[src/rtl/io_bus_master_pkg.sv]
// Shared encodings for the peripheral I/O bus masters (core and DMA side).
package io_bus_master_pkg;

  typedef enum logic [1:0] {
    IOM_IDLE   = 2'd0,
    IOM_ACCESS = 2'd1,
    IOM_ACK    = 2'd2,
    IOM_RESP   = 2'd3
  } iom_state_e;

  localparam logic [1:0] IO_SIZE_B = 2'd0;
  localparam logic [1:0] IO_SIZE_H = 2'd1;
  localparam logic [1:0] IO_SIZE_W = 2'd2;

  localparam int unsigned IO_TIMEOUT = 1023;

endpackage

[src/rtl/io_bus_master_req_check.sv]
// Size/alignment legality check for an I/O bus request; purely combinational.
module io_req_check
  import io_bus_master_pkg::*;
(
  input  logic [1:0] addr_lsb_i,
  input  logic [1:0] size_i,
  output logic       illegal_o
);

  assign illegal_o = (size_i == 2'd3) ||
                     ((size_i == IO_SIZE_H) && addr_lsb_i[0]) ||
                     ((size_i == IO_SIZE_W) && (addr_lsb_i != 2'b00));

endmodule

[src/rtl/io_bus_master.sv]
// Core-side master for the peripheral I/O bus: request check, strobe protocol,
// read acknowledge and a watchdog that converts a hung peripheral into an error.
module io_bus_master
  import io_bus_master_pkg::*;
#(
  parameter int XLEN           = 32,
  parameter int TIMEOUT_CYCLES = IO_TIMEOUT
) (
  input  logic            clk,
  input  logic            rst_n,
  input  logic            req_valid,
  output logic            req_ready,
  input  logic            req_write,
  input  logic [XLEN-1:0] req_addr,
  input  logic [XLEN-1:0] req_wdata,
  input  logic [1:0]      req_byte_size,
  output logic            rsp_valid,
  input  logic            rsp_ready,
  output logic [XLEN-1:0] rsp_rdata,
  output logic            rsp_err,
  output logic [XLEN-1:0] io_addr,
  output logic            io_read,
  output logic            io_write,
  output logic [XLEN-1:0] io_wdata,
  output logic [1:0]      io_byte_size,
  output logic            read_ready,
  input  logic [XLEN-1:0] io_rdata,
  input  logic            io_ready
);

  localparam int CNT_W = $clog2(TIMEOUT_CYCLES + 1);
  localparam logic [CNT_W-1:0] CNT_LAST = CNT_W'(TIMEOUT_CYCLES - 1);

  iom_state_e      state_q, state_d;
  logic [CNT_W-1:0] cnt_q, cnt_d;
  logic            write_q, write_d;
  logic            req_ready_q, req_ready_d;
  logic            rsp_valid_q, rsp_valid_d;
  logic [XLEN-1:0] rsp_rdata_q, rsp_rdata_d;
  logic            rsp_err_q, rsp_err_d;
  logic [XLEN-1:0] io_addr_q, io_addr_d;
  logic            io_read_q, io_read_d;
  logic            io_write_q, io_write_d;
  logic [XLEN-1:0] io_wdata_q, io_wdata_d;
  logic [1:0]      io_byte_size_q, io_byte_size_d;
  logic            read_ready_q, read_ready_d;
  logic            illegal;
  logic            wd_expired;

  io_req_check u_req_check (
    .addr_lsb_i (req_addr[1:0]),
    .size_i     (req_byte_size),
    .illegal_o  (illegal)
  );

  // cnt_q can sit one past CNT_LAST when io_ready won the race on the last ACCESS cycle
  assign wd_expired = (cnt_q >= CNT_LAST);

  always_comb begin
    state_d        = state_q;
    cnt_d          = cnt_q;
    write_d        = write_q;
    req_ready_d    = req_ready_q;
    rsp_valid_d    = rsp_valid_q;
    rsp_rdata_d    = rsp_rdata_q;
    rsp_err_d      = rsp_err_q;
    io_addr_d      = io_addr_q;
    io_read_d      = io_read_q;
    io_write_d     = io_write_q;
    io_wdata_d     = io_wdata_q;
    io_byte_size_d = io_byte_size_q;
    read_ready_d   = read_ready_q;

    case (state_q)
      IOM_IDLE: begin
        req_ready_d = 1'b1;
        if (req_valid && req_ready_q) begin
          req_ready_d    = 1'b0;
          write_d        = req_write;
          io_addr_d      = req_addr;
          io_wdata_d     = req_wdata;
          io_byte_size_d = req_byte_size;
          rsp_rdata_d    = '0;
          cnt_d          = '0;
          if (illegal) begin
            rsp_err_d   = 1'b1;
            rsp_valid_d = 1'b1;
            state_d     = IOM_RESP;
          end else begin
            rsp_err_d  = 1'b0;
            io_read_d  = !req_write;
            io_write_d = req_write;
            state_d    = IOM_ACCESS;
          end
        end
      end

      IOM_ACCESS: begin
        cnt_d = cnt_q + 1'b1;
        if (io_ready) begin
          io_read_d  = 1'b0;
          io_write_d = 1'b0;
          if (write_q) begin
            rsp_valid_d = 1'b1;
            state_d     = IOM_RESP;
          end else begin
            rsp_rdata_d  = io_rdata;
            read_ready_d = 1'b1;
            state_d      = IOM_ACK;
          end
        end else if (wd_expired) begin
          io_read_d   = 1'b0;
          io_write_d  = 1'b0;
          rsp_rdata_d = '0;
          rsp_err_d   = 1'b1;
          rsp_valid_d = 1'b1;
          state_d     = IOM_RESP;
        end
      end

      IOM_ACK: begin
        cnt_d = cnt_q + 1'b1;
        if (!io_ready) begin
          read_ready_d = 1'b0;
          rsp_valid_d  = 1'b1;
          state_d      = IOM_RESP;
        end else if (wd_expired) begin
          read_ready_d = 1'b0;
          rsp_rdata_d  = '0;
          rsp_err_d    = 1'b1;
          rsp_valid_d  = 1'b1;
          state_d      = IOM_RESP;
        end
      end

      IOM_RESP: begin
        if (rsp_ready) begin
          rsp_valid_d = 1'b0;
          req_ready_d = 1'b1;
          state_d     = IOM_IDLE;
        end
      end

      default: state_d = IOM_IDLE;
    endcase
  end

  always_ff @(posedge clk or negedge rst_n) begin
    if (!rst_n) begin
      state_q        <= IOM_IDLE;
      cnt_q          <= '0;
      write_q        <= 1'b0;
      req_ready_q    <= 1'b0;
      rsp_valid_q    <= 1'b0;
      rsp_rdata_q    <= '0;
      rsp_err_q      <= 1'b0;
      io_addr_q      <= '0;
      io_read_q      <= 1'b0;
      io_write_q     <= 1'b0;
      io_wdata_q     <= '0;
      io_byte_size_q <= '0;
      read_ready_q   <= 1'b0;
    end else begin
      state_q        <= state_d;
      cnt_q          <= cnt_d;
      write_q        <= write_d;
      req_ready_q    <= req_ready_d;
      rsp_valid_q    <= rsp_valid_d;
      rsp_rdata_q    <= rsp_rdata_d;
      rsp_err_q      <= rsp_err_d;
      io_addr_q      <= io_addr_d;
      io_read_q      <= io_read_d;
      io_write_q     <= io_write_d;
      io_wdata_q     <= io_wdata_d;
      io_byte_size_q <= io_byte_size_d;
      read_ready_q   <= read_ready_d;
    end
  end

  assign req_ready    = req_ready_q;
  assign rsp_valid    = rsp_valid_q;
  assign rsp_rdata    = rsp_rdata_q;
  assign rsp_err      = rsp_err_q;
  assign io_addr      = io_addr_q;
  assign io_read      = io_read_q;
  assign io_write     = io_write_q;
  assign io_wdata     = io_wdata_q;
  assign io_byte_size = io_byte_size_q;
  assign read_ready   = read_ready_q;

endmodule

[config.mk]
export PLATFORM = sky130hd
export DESIGN_NAME = io_bus_master
export DESIGN_NICKNAME = d
export VERILOG_FILES = /design/src/rtl/io_bus_master_pkg.sv /design/src/rtl/io_bus_master_req_check.sv /design/src/rtl/io_bus_master.sv
export SDC_FILE = /design/constraint.sdc
export NUM_CORES = 1
export LEC_CHECK = 0
export ABC_AREA = 1
export CAP_MARGIN = 20
export CORE_ASPECT_RATIO = 0.8
export CORE_MARGIN = 3
export CORE_UTILIZATION = 40
export CTS_BUF_LIST = sky130_fd_sc_hd__clkbuf_4 sky130_fd_sc_hd__clkbuf_8
export CTS_CLUSTER_DIAMETER = 30
export DETAILED_ROUTE_END_ITERATION = 16
export GPL_ROUTABILITY_DRIVEN = 1
export HOLD_SLACK_MARGIN = 0.12
export PLACE_DENSITY_LB_ADDON = 0.05
export SLEW_MARGIN = 0
export SYNTH_ARGS = -nofsm -noshare
export SYNTH_HDL_FRONTEND = slang
export SYNTH_SLANG_ARGS = --single-unit
[constraint.sdc]
create_clock -name clk -period 1.5 [get_ports clk]
set_input_delay 0.3 -clock clk [delete_from_list [all_inputs] [get_ports clk]]
set_output_delay 0.3 -clock clk [all_outputs]
set_load 0.01 [all_outputs]
==> results_dict.tcl <==
set metrics [dict create \
    drc 0 \
    leakage_nw 4.98 \
    clock-sinks 117 \
    mostFrequentLayoutCells "177 x nand2_1, 114 x dfrtp_1, 102 x clkdlybuf4s50_1" \
    synth-seq-cells 117 \
    syn_area_um2 4980 \
    yosys.area.top_type "dfrtp_1" \
    worst_pin_slew_ns 0.464 \
    fin_crit_ns 1.68 \
    hold_path.class "in -> reg" \
    n_fill_cell 748 \
    cap_viol_max_count 0 \
    synth_seq_area_share 0.588 \
    cts_max_level 4 \
    dp_hpwl_um 10600 \
    grt_max_degree 83 \
    gr-total-overflow 0 \
    grt_pass1_vias 5137 \
    clk_pin_slew_ns 0.08 \
    layout_setup_ws_ns -0.185 \
    start_util 0.421 \
    crit_type "reg -> reg" \
    synth_area_leaders "dfrtp_1 59%, nand2_1 23%, nand3_1 4.5%, inv_1 2.0%, nor2_1 1.9%" \
    ys_types 28 \
    core_um2 11800 \
    yosysWarnings 0 \
    power_density_nw_per_um2 2110 \
    vias 5211 \
    routed_wl_um 19200 \
    critPathRequiredTime_ns 1.82 \
    die_height_um 106 \
    synth_top_area_frac 0.588 \
    drtPass1Iterations 5 \
    root_buffer "clkbuf_8" \
    rows 35 \
    endpoint_kind "flip-flop" \
    layout-drive-gt1-share 0.347 \
    finalSetupViolCount 113 \
    final_antenna_net_count 0 \
    cp-start-kind "flip-flop" \
    p_total_w 0.0200 \
    grtUsageTotal 0.251 \
    antennaDiodeCount 0 \
    post-route-period-util 1.12 \
    areaGrowthSynthToFinish_pct 90.1 \
    hold_depth 3 \
    clock.fmax_mhz 594 \
    clockBufferDepth 2 \
    place_congestion 0.874 \
    cp_cell_sequence "inv_4 > ha_4 > nand3_4 > nand2_4 > nand2_4 > nor2_4 > nand3_1 > nand3_2 > inv_1" \
    antenna_found_initial 0 \
    cpMostUsedCell "nand2_4" \
    slowest_delay_ns 0.46 \
    fp.dieW_um 131 \
    clock_latency_ns 0.43 \
    status "finished, violations left" \
    dp.cells 963 \
    final_common_cell "nand2_1" \
    slew_headroom 0.691 \
    nNetsFinal 986 \
    drt_iter0_drc 311 \
    ios 208 \
    cts_tree "done" \
    synthCells 593 \
    grt_setup_unrepaired "true" \
    final-hold-violation-count 0 \
    max-vdd-ir-drop_mv 1.30 \
    cp_slowest_cell "dfrtp_2" \
    failed_checks "negative setup slack" \
    layout.cells.non_filler 1036 \
    synth_fp_nets 703 \
    skew_ns 0.0157 \
    port_buffers 207 \
    crit_fanout 6 \
    slew_viol_final 0 \
    avgRoutedWirePerCell_um 18.5 \
    r2r_cells 9 \
    via_per_inst 5.03 \
    cts_buffers 17 \
    grt_pass1_wl_um 27000 \
    syn_avg_cell_area_um2 8.39 \
    cp.arrival_ns 2.00 \
    dieArea_um2 13800 \
]
## timing repair
action                                  in CTS  in global routing
hold buffers                                 1                  0
endpoints found under the hold margin      117                  0
pin swaps                                   22                 58
gates resized for setup                    180                219
setup buffers                               18                  9
cloned                                       6                 13
endpoints found under the setup margin     181                111
## registers in the layout, indices dropped and copies added (netlist names), 2 cells and up
signal	cells
state_q	2
rsp_rdata	32
io_byte_size	2
cnt_q	10
io_wdata	32
io_addr	32
## final timing paths
kind | endpoint | start | slack [ns]
max in group asynchronous | rsp_rdata[0] | rst_n | 0.68
worst max-delay path | cnt_q[8] | state_q[0] | -0.18
worst min register to register | rsp_rdata[14] | rsp_rdata[14] | 0.47
worst min-delay path | io_wdata[8] | req_wdata[8] | 0.40
worst max register to register | cnt_q[8] | state_q[0] | -0.18
min in group asynchronous | io_addr[3] | rst_n | 0.43
## cell usage after synthesis (all sizes together)
library cell and count:
nand2 309, dfrtp 117, nand3 47, inv 28, nor2 28, buf 19, o21ai 13, a21oi 8
clkbuf 6, ha 6, nand4 4, xor2 2, a22o 1, and3 1, nand3b 1, o211a 1
o31ai 1, or2 1
## power by group
group | internal, W | total (W) | leakage (nW) | switching [W]
registers | 0.00444 | 0.00537 | 1.51 | 0.000931
logic | 0.00558 | 0.0113 | 3.24 | 0.00572
clock network | 0.00199 | 0.00331 | 0.227 | 0.00132
## worst max-delay path: cells and delay by family, from the launching register on
kind / cells / cell delay (ns)
adders and majority gates: 1 / 0.19
DFF: 1 / 0.46
and+or+nand+nor: 6 / 0.77
buffers and inverters: 2 / 0.14
## layer usage
metal	global-route usage	vias up	wire length (um)
met5	0	-	0
met4	0.0756	0	414
met3	0.0973	41	1540
met2	0.397	196	9560
met1	0.320	2556	7660
li1	-	2418	-
## stage by stage
step	utilization	hold WS, ns	setup slack, ns	cell area [um2]	TNS (ns)
final	0.800	0.399	-0.185	9460	-9.72
after global routing	0.800	0.398	-0.236	9460	-16.33
after CTS	0.711	0.378	-0.116	8410	-2.86
after detailed placement	0.636	0.374	-0.245	7510	-16.09
after global placement	0.636	0.371	-0.175	7510	-11.24
after floorplan	-	0.00441	-0.0168	5030	-0.503
## final cells by class
type,count,area [um2],area share
timing repair buffer,289,3130,0.331
sequential,117,2930,0.310
multi-input combinational,423,2650,0.280
clock buffer,23,298,0.0315
tap,148,185,0.0196
clock inverter,8,146,0.0155
inverter,28,125,0.0132
## logic make-up after synthesis
family,Yosys count,share of synthesized area
fa+ha+maj,6,0.0151
buf+inv,53,0.0490
flops,117,0.588
simple gates,391,0.317
compound gates,24,0.0271
xor+xnor,2,0.00352
Power figures use the tool's default switching activity.
